<file path="src/rtl/z_stage_pkg.sv">
// Shared opcode constants, drain-state encoding and FIFO entry layout for the
// ALU result stage.
package z_stage_pkg;

    localparam int ENTRY_DATA_W = 64;

    localparam logic [3:0] OP_ADD = 4'b0000;
    localparam logic [3:0] OP_SUB = 4'b0001;
    localparam logic [3:0] OP_AND = 4'b0010;
    localparam logic [3:0] OP_MUL = 4'b0011;
    localparam logic [3:0] OP_OR  = 4'b0100;
    localparam logic [3:0] OP_XOR = 4'b0101;
    localparam logic [3:0] OP_SLL = 4'b0110;
    localparam logic [3:0] OP_SRL = 4'b0111;
    localparam logic [3:0] OP_SRA = 4'b1000;
    localparam logic [3:0] OP_ROR = 4'b1001;
    localparam logic [3:0] OP_ROL = 4'b1010;
    localparam logic [3:0] OP_MAX = 4'b1010;

    typedef enum logic [1:0] {
        IDLE    = 2'b00,
        BEAT_LO = 2'b01,
        BEAT_HI = 2'b10
    } drain_state_t;

    typedef struct packed {
        logic                    wide;
        logic [ENTRY_DATA_W-1:0] data;
    } entry_t;

    function automatic logic is_wide(input logic [3:0] op);
        return op == OP_MUL;
    endfunction

    function automatic logic is_valid_op(input logic [3:0] op);
        return op <= OP_MAX;
    endfunction

endpackage

</file>
<file path="src/rtl/z_result_stage_fifo.sv">
// Power-of-two synchronous FIFO; exposes the head and the entry behind it so the
// drain logic can preload the next beat without a bubble.
module result_fifo #(
    parameter int DEPTH = 2,
    parameter int W     = 65
) (
    input  logic                     clock,
    input  logic                     clear,
    input  logic                     push,
    input  logic                     pop,
    input  logic [W-1:0]             wdata,
    output logic [W-1:0]             head,
    output logic [W-1:0]             second,
    output logic [$clog2(DEPTH):0]   count,
    output logic                     full
);
    localparam int PW = $clog2(DEPTH);
    localparam logic [PW:0] FULL_COUNT = DEPTH[PW:0];

    logic [W-1:0]  mem [DEPTH];
    logic [PW-1:0] wr_ptr;
    logic [PW-1:0] rd_ptr;
    logic          do_push;
    logic          do_pop;

    assign full    = (count == FULL_COUNT);
    assign do_push = push && !full;
    assign do_pop  = pop && (count != {(PW+1){1'b0}});
    assign head    = mem[rd_ptr];
    assign second  = mem[rd_ptr + PW'(1)];

    // Storage array, written only on an accepted push.
    always_ff @(posedge clock) begin
        if (do_push) begin
            mem[wr_ptr] <= wdata;
        end
    end

    // Pointers wrap naturally at DEPTH; simultaneous push and pop keep count.
    always_ff @(posedge clock or posedge clear) begin
        if (clear) begin
            wr_ptr <= {PW{1'b0}};
            rd_ptr <= {PW{1'b0}};
            count  <= {(PW+1){1'b0}};
        end else begin
            if (do_push) wr_ptr <= wr_ptr + PW'(1);
            if (do_pop)  rd_ptr <= rd_ptr + PW'(1);
            case ({do_push, do_pop})
                2'b10:   count <= count + (PW+1)'(1);
                2'b01:   count <= count - (PW+1)'(1);
                default: count <= count;
            endcase
        end
    end

endmodule

</file>
<file path="src/rtl/z_result_stage.sv">
// ALU result buffer: decodes and queues results, drains them as 32-bit beats
// (LO then HI for MUL), and retires HI/LO and zero/negative flags.
module z_result_stage
    import z_stage_pkg::*;
#(
    parameter int DATA_W = 32,
    parameter int DEPTH  = 2
) (
    input  logic                    clock,
    input  logic                    clear,
    input  logic                    in_valid,
    output logic                    in_ready,
    input  logic [3:0]              op,
    input  logic [DATA_W-1:0]       alu_out,
    input  logic [2*DATA_W-1:0]     alu_out2,
    output logic                    out_valid,
    input  logic                    out_ready,
    output logic [DATA_W-1:0]       out_data,
    output logic                    out_is_hi,
    output logic                    out_last,
    output logic [DATA_W-1:0]       hi_q,
    output logic [DATA_W-1:0]       lo_q,
    output logic                    zero_flag,
    output logic                    neg_flag,
    output logic                    err,
    output logic [$clog2(DEPTH):0]  count
);
    localparam int CNT_W = $clog2(DEPTH) + 1;

    drain_state_t state;
    entry_t       push_entry;
    entry_t       head;
    entry_t       second;
    entry_t       next_head;
    logic         full;
    logic         op_ok;
    logic         accept;
    logic         push;
    logic         pop;
    logic         handshake;
    logic         more;

    result_fifo #(.DEPTH(DEPTH), .W($bits(entry_t))) u_fifo (
        .clock  (clock),
        .clear  (clear),
        .push   (push),
        .pop    (pop),
        .wdata  (push_entry),
        .head   (head),
        .second (second),
        .count  (count),
        .full   (full)
    );

    assign in_ready = !full;

    // Decode, pop decision and the entry that becomes head after a pop.
    always_comb begin
        op_ok           = is_valid_op(op);
        accept          = in_valid && in_ready;
        push            = accept && op_ok;
        push_entry.wide = is_wide(op);
        if (push_entry.wide) begin
            push_entry.data = alu_out2;
        end else begin
            push_entry.data = {{DATA_W{1'b0}}, alu_out};
        end
        handshake = out_valid && out_ready;
        case (state)
            BEAT_LO: pop = handshake && !head.wide;
            BEAT_HI: pop = handshake;
            default: pop = 1'b0;
        endcase
        more = (count > CNT_W'(1)) || push;
        // With a single entry left, anything following it is the one being pushed now.
        if (count > CNT_W'(1)) begin
            next_head = second;
        end else begin
            next_head = push_entry;
        end
    end

    // Drain FSM with registered beat outputs, HI/LO and flag retirement.
    always_ff @(posedge clock or posedge clear) begin
        if (clear) begin
            state     <= IDLE;
            out_valid <= 1'b0;
            out_data  <= {DATA_W{1'b0}};
            out_is_hi <= 1'b0;
            out_last  <= 1'b0;
            hi_q      <= {DATA_W{1'b0}};
            lo_q      <= {DATA_W{1'b0}};
            zero_flag <= 1'b0;
            neg_flag  <= 1'b0;
            err       <= 1'b0;
        end else begin
            err <= accept && !op_ok;
            case (state)
                IDLE: begin
                    if (count != CNT_W'(0)) begin
                        state     <= BEAT_LO;
                        out_valid <= 1'b1;
                        out_data  <= head.data[DATA_W-1:0];
                        out_is_hi <= 1'b0;
                        out_last  <= !head.wide;
                    end else begin
                        out_valid <= 1'b0;
                    end
                end
                BEAT_LO, BEAT_HI: begin
                    if (handshake && state == BEAT_LO && head.wide) begin
                        state     <= BEAT_HI;
                        out_data  <= head.data[2*DATA_W-1:DATA_W];
                        out_is_hi <= 1'b1;
                        out_last  <= 1'b1;
                    end else if (handshake) begin
                        if (state == BEAT_HI) begin
                            hi_q      <= head.data[2*DATA_W-1:DATA_W];
                            lo_q      <= head.data[DATA_W-1:0];
                            zero_flag <= (head.data == {(2*DATA_W){1'b0}});
                            neg_flag  <= head.data[2*DATA_W-1];
                        end else begin
                            zero_flag <= (head.data[DATA_W-1:0] == {DATA_W{1'b0}});
                            neg_flag  <= head.data[DATA_W-1];
                        end
                        if (more) begin
                            state     <= BEAT_LO;
                            out_valid <= 1'b1;
                            out_data  <= next_head.data[DATA_W-1:0];
                            out_is_hi <= 1'b0;
                            out_last  <= !next_head.wide;
                        end else begin
                            state     <= IDLE;
                            out_valid <= 1'b0;
                            out_data  <= {DATA_W{1'b0}};
                            out_is_hi <= 1'b0;
                            out_last  <= 1'b0;
                        end
                    end else begin
                        state <= state;
                    end
                end
                default: begin
                    state     <= IDLE;
                    out_valid <= 1'b0;
                end
            endcase
        end
    end

endmodule

</file>
<file path="config.mk">
export PLATFORM = sky130hd
export DESIGN_NAME = z_result_stage
export DESIGN_NICKNAME = d
export VERILOG_FILES = /design/src/rtl/z_stage_pkg.sv /design/src/rtl/z_result_stage_fifo.sv /design/src/rtl/z_result_stage.sv
export SDC_FILE = /design/constraint.sdc
export NUM_CORES = 1
export LEC_CHECK = 0
export CELL_PAD_IN_SITES_DETAIL_PLACEMENT = 2
export CELL_PAD_IN_SITES_GLOBAL_PLACEMENT = 2
export CORE_MARGIN = 5
export CORE_UTILIZATION = 30
export CTS_BUF_LIST = sky130_fd_sc_hd__clkbuf_16
export CTS_CLUSTER_DIAMETER = 100
export DETAILED_ROUTE_END_ITERATION = 10
export PLACE_DENSITY_LB_ADDON = 0.1
export SKIP_LAST_GASP = 1
export SLEW_MARGIN = 30
export SYNTH_ARGS = -nofsm -noshare
export SYNTH_HDL_FRONTEND = slang
export SYNTH_SLANG_ARGS = --single-unit
</file>
<file path="constraint.sdc">
create_clock -name clock -period 4.35 [get_ports clock]
set_input_delay 0.87 -clock clock [delete_from_list [all_inputs] [get_ports clock]]
set_output_delay 0.87 -clock clock [all_outputs]
set_load 0.05 [all_outputs]
</file>
Word level (Yosys, flattened, before mapping)
Memories as Yosys holds them, arrays and structs flattened.
Cells that the tools add are included.

operators by class
  reduce and logical (&&, ||, !) cells = 26
  order comparisons = 2
  shifts and indexed selects = 0
  muxes and demuxes = 32
  $add $sub $neg = 4
  bitwise operators = 1
  div/mod/pow operators = 0
  $mul = 0
  equal/unequal tests = 10

operators by type and width
  operator                                             number
  two-way mux 32 bit                                   4
  two-way mux 65 bit                                   1
  zero test 64 bit                                     1
  two-way mux 64 bit                                   1
  case mux 32 bit (2 select lines)                     1
  zero test 32 bit                                     1
  two-way mux 1 bit                                    16
  logical AND 1 bit                                    9
  case mux 1 bit (2 select lines)                      4
  case mux 2 bit (2 select lines)                      2
  equality test 2 bit, second input constant           3
  two-way mux 2 bit                                    3
  != test 2 bit, second input constant                 3
  AND reduction 3 bit                                  2
  nonzero test 2 bit                                   3
  equality test 2 x 1 -> 1 bit, second input constant  2
  equality test 4 x 2 -> 1 bit, second input constant  1
  <= comparator 4 bit, second input constant           1
  zero test 1 bit                                      4
  AND reduction 2 bit                                  2
  AND reduction 4 bit                                  1
  != test 3 bit, second input constant                 1
  adder 1 bit, second input constant                   2
  adder 2 x 1 -> 2 bit, second input constant          1
  other kinds (6)                                      6

word-level totals
  bits in read-only memories = 0
  register bits after elaboration = 108
  bits in writable memories = 130
  bits in latches = 0
  output and inout port bits = 105
  memories = 1

memories
  memory      depth  width  rd ports  clocked after Yosys merged registers in  write ports  line                       source
  u_fifo.mem  2      65     2         0                                        1            z_result_stage_fifo.sv:20  logic [W-1:0] mem [DEPTH];

Logic depth before layout (Yosys ltp)
Gate-level depths: netlist of run 1.

  word-level depth = 9
  depth in mapped cells = 9
  gate-level depth less buffers = 7

Modules after synthesis
Synthesis of run 1 repeated with hierarchy kept, for this count alone.

unflattened totals
  cell total of the unflattened synthesis = 807
  area, all modules = 11837.6 sq um

by module, submodules not included
  module          cells each  area each (sq um)  instances  seq. area each (sq um)
  result_fifo     293         6048.3             1          4003.8
  z_result_stage  514         5789.3             1          2602.5

Worst setup path before layout of run 1
OpenSTA, ideal clock, no wires.

  kind = register to register
  start = reg u_fifo.count[0]
  end = mem u_fifo.mem[0][0] (enable)
  data required time = 3861 ps
  buffers on the path = 0
  stages on the path, launching flop included = 6
  data arrival time = 4071 ps
  clock period less this slack = 4560 ps
  setup time = 489 ps
  path slack = -210 ps
  cells stage by stage = dfrtp_1 -> inv_1 -> ha_1 -> nor2b_1 -> o21ai_1 -> nor2_1

between the ends
  cells in the longest elaborated chain, start to end = 7

ends and longest elaborated chain
  what                                         line                                             source
  start, declared                              z_result_stage_fifo.sv:14                        output logic [$clog2(DEPTH):0] count,
  start signal, assigned                       z_result_stage_fifo.sv:44                        count <= {(PW+1){1'b0}};
  start signal, assigned                       z_result_stage_fifo.sv:49                        2'b10: count <= count + (PW+1)'(1);
  start signal, assigned                       z_result_stage_fifo.sv:50                        2'b01: count <= count - (PW+1)'(1);
  equality test 2 bit (*)                      z_result_stage_fifo.sv:26                        assign full = (count == FULL_COUNT);
  zero test 1 bit (*)                          z_result_stage_fifo.sv:27, z_result_stage.sv:55
  logical AND 1 bit                            z_result_stage.sv:60                             accept = in_valid && in_ready;
  logical AND 1 bit                            z_result_stage.sv:61                             push = accept && op_ok;
  logical AND 1 bit (*)                        z_result_stage_fifo.sv:27                        assign do_push = push && !full;
  two-way mux 1 bit (*)                        z_result_stage_fifo.sv:34                        if (do_push) begin
  two-way mux 1 bit (implied by the code) (*)  z_result_stage_fifo.sv:35                        mem[wr_ptr] <= wdata;
  end, declared                                z_result_stage_fifo.sv:20

Mark *: on every way between the ends. The rest lies on a longest branch, timed or not.

Final worst setup path of run 1
  start = reg u_fifo.count[0]
  end = out in_ready

between the ends
  cells in the longest elaborated chain, start to end = 2

ends and longest elaborated chain
  what                 line                       source
  equality test 2 bit  z_result_stage_fifo.sv:26
  zero test 1 bit      z_result_stage.sv:55       assign in_ready = !full;
  end, declared        z_result_stage.sv:12       output logic in_ready,

Every way passes these cells.

==> results of run 1 <==
[sequential cells by signal (all words and copies together) (netlist names)]
name           flops
hi_q              32
u_fifo.wr_ptr      1
err                1
u_fifo.mem       130
lo_q              32
out_valid          1
u_fifo.rd_ptr      1
out_data          32
state              2
neg_flag           1
out_is_hi          1
out_last           1
zero_flag          1
u_fifo.count       2
[final cells by class]
class                           instances  area share
Clock inverter                         23     0.01444
Sequential cell                       238      0.4596
Timing Repair Buffer                  225      0.1571
Inverter                               12    0.003305
Tap cell                              461     0.04010
Clock buffer                           29     0.05045
Multi-Input combinational cell        571      0.2751
[per-layer routing]
metal / routed length (um) / vias to the layer above
met5: 0 / -
met4: 334 / 0
met3: 1522 / 28
met2: 18130 / 169
met1: 17190 / 4056
li1: - / 3649
[power by group]
group / leakage [nW] / internal (mW) / total (mW) / switching (mW)
logic: 2.12 / 0.382 / 1.11 / 0.730
registers: 2.55 / 2.66 / 2.80 / 0.143
clock network: 0.465 / 1.39 / 2.35 / 0.955
total: 5.13 / 4.43 / 6.26 / 1.83
[through the flow]
step	util	TNS, ns	instances	setup slack [ns]	total power [mW]
6_report	0.4034	0	1559	1.390	6.256
5_1_grt	0.4034	0	1559	1.292	6.562
4_1_cts	0.4034	0	1559	1.349	6.356
3_5_place_dp	0.3772	0	1507	1.132	3.966
3_3_place_gp	0.3772	0	1507	1.164	3.945
2_1_floorplan	-	-27.31	878	-0.2100	3.441
[logic make-up after synthesis]
logic type,after synthesis,share of synthesized area
buffers and inverters,69,0.03282
adder cells (fa/ha/maj),8,0.009212
multiplexers,142,0.1374
flip-flops,238,0.6079
XOR/XNOR,4,0.003225
AND/OR/NAND/NOR,226,0.09821
AO/OA/AOI/OAI,191,0.1112
[worst paths after layout]
path	slack [ns]	end	cells past startpoint	startpoint
min in group asynchronous	0.80	out_data[12]$_DFFE_PP0P_	2	clear
hold / removal	0.50	hi_q[2]$_DFFE_PP0P_	1	hi_q[2]$_DFFE_PP0P_
hold reg to reg	0.50	hi_q[2]$_DFFE_PP0P_	1	hi_q[2]$_DFFE_PP0P_
max in group asynchronous	2.73	hi_q[20]$_DFFE_PP0P_	3	clear
setup / recovery	1.39	in_ready	4	u_fifo.count[0]$_DFFE_PP0P_
setup reg to reg	1.41	zero_flag$_DFFE_PP0P_	5	u_fifo.rd_ptr$_DFFE_PP0P_
[worst max-delay path: stages (launching register included)]
cell             delay (ns)
dfrtp_1                0.41
inv_1                  0.09
ha_1                   0.21
inv_1                  0.05
clkdlybuf4s50_1        0.79
[synthesized netlist by cell type (2+ instances only)]
cell | count | area share
nor2b_1 | 3 | 0.0017
nor3_1 | 7 | 0.0032
nand3_1 | 6 | 0.0028
mux2_2 | 46 | 0.048
nor4b_1 | 2 | 0.0016
o21ai_0 | 19 | 0.0088
nand2b_1 | 2 | 0.0012
a21oi_1 | 101 | 0.047
o22a_1 | 3 | 0.0024
dfrtp_1 | 108 | 0.25
mux2_1 | 7 | 0.0073
nand4_1 | 7 | 0.0040
inv_1 | 12 | 0.0041
mux2i_1 | 88 | 0.081
buf_6 | 6 | 0.0062
a31oi_1 | 3 | 0.0017
o211ai_1 | 30 | 0.021
nor2_1 | 96 | 0.033
xnor2_1 | 3 | 0.0024
ha_1 | 8 | 0.0092
or4_1 | 2 | 0.0014
o221ai_1 | 2 | 0.0016
o211a_1 | 2 | 0.0018
buf_4 | 8 | 0.0055
and2_1 | 32 | 0.018
clkbuf_1 | 25 | 0.0086
nor4_1 | 22 | 0.013
buf_2 | 18 | 0.0083
o21ai_1 | 4 | 0.0018
nand2_1 | 43 | 0.015
edfxtp_1 | 130 | 0.36
o221a_2 | 16 | 0.017
==> impl_metrics.ini, run 1 <==
[cts]
post_cts_buffers = 0
numCtsBuffers = 28
ctsHoldBuffers = 0
cts_buffer_depth = 3
cts_root_buffer = clkbuf_16
postCtsResizedCells = 0
clkTransAtPathRegs_ns = 0.06
clk_latency_ns = 0.53
cts-htree-levels = 1
cts_tree = built
cts_num_sinks = 238

[grt]
use_met3 = 0.02684
grt_max_degree = 79
overflow = 0
use_met1 = 0.2488
grt.busiest_layer = met2
antenna_found_initial = 0
grt_first_pass_wirelength_mm = 57.01
grtUsageMet2 = 0.3112
grtUsageTotal = 0.1806
grt_pass1_vias = 8938

[finish]
layout-drive-gt1-share = 0.1211
final_area_um2 = 14380
multi_input_area_um2 = 3956
seqCellArea_um2 = 6610
num_antenna_cells = 0
area_delta_synth_final_pct = 32.37
layout.nets = 1188
n_fill_cell = 3658
final_common_cell = clkdlybuf4s50_1
final_cell_mix = clkdlybuf4s50_1, edfxtp_1, dfrtp_1, a21oi_1, nor2_1

[route]
viasPerCell = 5.069
drt_pass1_iterations = 4
drc_errors = 0
postRouteAntennaNets = 0
routed_wirelength_mm = 37.18
drtIter0Drc = 434
vias = 7902
wl_per_cell_um = 23.85

[die]
start_util = 0.3048
placementRows = 69
io_pins = 209
core_region_area_um2 = 35660
fp.dieW_um = 200.3
die_h_um = 200.3
dieArea_um2 = 40130

[worst_setup_path]
cp-end-kind = output pin
arrival_ns = 2.09
cp.required_ns = 3.48
crit_fanout = 4
cp-start-kind = flop
worstSetupPathType = reg2out

[sta]
finalCritPeriodShare = 0.6805
fin_crit_ns = 2.960
fin_skew_ns = 0.01177
drv_slew = 0
hold_viol_final = 0
maxSlewHeadroom = 0.4225
fmax_mhz = 337.8
setup_viol_count_final = 0
whs_ns = 0.4992
tightest_slew_ns = 0.8604
rsz0062_at_grt = no

[yosys]
syn_area_per_cell_um2 = 12.38
async_reset_ff_frac = 0.4538
synth_edf_count = 130
synth_cells = 878
ys_types = 49
syn_nets = 990
yosysWarnings = 0
synth_seq_cells = 238
yosysSeqAreaShare = 0.6079
syn_area_um2 = 10870
synthFlopType = edfxtp_1

[power_and_ir_drop]
cellPowerDensity_nw_per_um2 = 434.9
leakagePower_nw = 5.127
ir_drop_uv = 307.9

[worst_hold_path]
hp-class = reg2reg

[outcome]
status = finished, final reports clean

[place]
gp_congestion = 0.7803
place_area_um2 = 13450
io_buffers = 208
place_hpwl_mm = 26.26

[run]
cap_violations = 0
No activity file was read; power rests on OpenSTA's default activity.
==> run 2, diff against run 1 <==
==> constraint.sdc (replaced) <==
create_clock -name clock -period 2.7 [get_ports clock]
set_input_delay 0.54 -clock clock [delete_from_list [all_inputs] [get_ports clock]]
set_output_delay 0.54 -clock clock [all_outputs]
set_load 0.05 [all_outputs]
==> impl_metrics.ini, run 2 (synthesis gave the netlist of run 1 again) <==
[outcome]
status = finished, final reports clean

[sta]
finalCritPeriodShare = 0.8846
fin_skew_ns = 0.01620
drv_slew = 0
maxSlewHeadroom = 0.5370
finalWorstSetupSlack_ns = 0.3116
fmax_mhz = 418.7
setup_viol_count_final = 0
tightest_slew_ns = 0.6931
tns_ns = 0
hold_viol_final = 0
fin_crit_ns = 2.388
rsz0062_at_grt = no

[die]
placementRows = 69
io_pins = 209
dieArea_um2 = 40130
die_h_um = 200.3
fp.dieW_um = 200.3
core_region_area_um2 = 35660
start_util = 0.3048

[finish]
area_delta_synth_final_pct = 35.57
final_cell_mix = clkdlybuf4s50_1, edfxtp_1, dfrtp_1, a21oi_1, nor2_1
layout-drive-gt1-share = 0.1450
seqCellArea_um2 = 6613
layout.nets = 1223
multi_input_area_um2 = 3956
largest-register = u_fifo.mem
final_core_utilization = 0.4132
n_fill_cell = 3620
num_antenna_cells = 0
final_common_cell = clkdlybuf4s50_1
fin_cells = 1592
largest_reg_flops = 130

[run]
cap_violations = 0

[worst_setup_path]
path_cells = clkdlybuf4s50_1
reg2reg_to = u_fifo.count[1]$_DFFE_PP0P_
cp-end-kind = output pin
worstSetupPathType = reg2out
arrival_ns = 1.85
critical_path_buf_inv_count = 1
cpMaxStageDelayCell = clkdlybuf4s50_1
cpPeakStageDelay_ns = 0.92
r2r_slack_ns = 0.35
cp.required_ns = 2.16
ff2ff_path_depth = 7
cp-start-kind = flop
cpLargestDelayFamily = buffers and inverters
r2r-start = state[0]$_DFFE_PP0P_
crit_fanout = 2

[place]
placedCellCount = 1543
gp_congestion = 0.7840
dp_slack_ns = 0.1614
io_buffers = 208
place_hpwl_mm = 28.11

[grt]
grtUsageMet2 = 0.3133
overflow = 0
grt_max_degree = 45
grtUsageTotal = 0.1835
grt_first_pass_wirelength_mm = 57.26
antenna_found_initial = 0
use_met3 = 0.03169
use_met1 = 0.2528
grt_pass1_vias = 8901
grt.busiest_layer = met2

[power_and_ir_drop]
p_int_mw = 7.198
p_sw_frac = 0.2899
p_comb_frac = 0.191
ir_drop_uv = 369.3
cellPowerDensity_nw_per_um2 = 688.1
pwr-share-seq = 0.445
power_frac_clock = 0.364
leakagePower_nw = 5.297
p_total_mw = 10.14
p_sw_mw = 2.938

[worst_hold_path]
hp-class = in2async

[route]
wl_per_cell_um = 23.98
routed_wirelength_mm = 38.18
postRouteAntennaNets = 0
drtIter0Drc = 404
drt_pass1_iterations = 4
drc_errors = 0
vias = 8009
viasPerCell = 5.031

[cts]
cts_buffer_depth = 3
numCtsBuffers = 27
clk_latency_ns = 0.54
clkTransAtPathRegs_ns = 0.06
cts_root_buffer = clkbuf_16
post_cts_buffers = 0
cts_tree = built
cts-htree-levels = 1
cts_num_sinks = 238
-- run 2: cell types whose count changed in the layout (fill, tap and decap cells not counted), moves of 2 or more --
cell / delta
dfrtp_1: -2
clkbuf_16: -2
inv_1: -3
clkinv_1: +7
buf_12: +10
buf_4: +26
dfrtp_2: +2
clkinv_4: -5
-- run 2: layout make-up --
type	count	area share
Clock inverter	22	0.01384
Timing Repair Buffer	261	0.1804
Sequential cell	238	0.4489
Inverter	12	0.003312
Multi-Input combinational cell	571	0.2686
Tap cell	461	0.03915
Clock buffer	27	0.04586
-- run 2: repair_timing --
| action | in CTS | in global routing |
|---|---|---|
| hold buffers | 0 | 0 |
| gates resized for setup | 0 | 1 |
| setup endpoints to repair | 0 | 1 |
-- run 2: worst max-delay path by stage --
stage / startpoint / end / cells past startpoint
final: lo_q[28]$_DFFE_PP0P_ / lo_q[28] / 1
after detailed placement: out_ready / out_data[28]$_DFFE_PP0P_ / 7
after floorplan: u_fifo.count[0]$_DFFE_PP0P_ / u_fifo.mem[0][0]$_DFFE_PP_ / 5
after global routing: state[0]$_DFFE_PP0P_ / u_fifo.count[1]$_DFFE_PP0P_ / 7
after global placement: out_ready / out_data[28]$_DFFE_PP0P_ / 7
after CTS: u_fifo.count[0]$_DFFE_PP0P_ / in_ready / 4
-- run 2: metal layers --
metal,wire (um),vias up,share of wire
met3,1582,30,0.041
met1,17660,4100,0.46
met4,384,0,0.010
met2,18560,166,0.49
met5,0,-,0
li1,-,3713,-
-- run 2: power by group through the flow --
stage	clock [mW]	sequential [mW]	combinational, mW
floorplan	0	4.56	0.973
global placement	0	4.56	1.96
detailed placement	0	4.58	1.96
CTS	3.81	4.51	1.97
global route	3.97	4.55	2.10
finish	3.69	4.51	1.94
-- run 2: metrics by stage --
step | cell area [um2] | hold slack (ns)
detailed placement | 13850 | 0.4842
global placement | 13850 | 0.4904
floorplan | 10890 | 0.5209
global route | 14730 | 0.4636
CTS | 14730 | 0.4506
finish | 14730 | 0.4666
==> run 3, diff against run 2 <==
--- a/config.mk
+++ b/config.mk
@@ -10,7 +10,7 @@
 export CORE_MARGIN = 5
 export CORE_UTILIZATION = 30
 export CTS_BUF_LIST = sky130_fd_sc_hd__clkbuf_16
-export CTS_CLUSTER_DIAMETER = 100
+export CTS_CLUSTER_DIAMETER = 80
 export DETAILED_ROUTE_END_ITERATION = 10
 export PLACE_DENSITY_LB_ADDON = 0.1
 export SKIP_LAST_GASP = 1
==> results of run 3 <==
No change in the layout: final DEF, timing and power equal those of run 2.
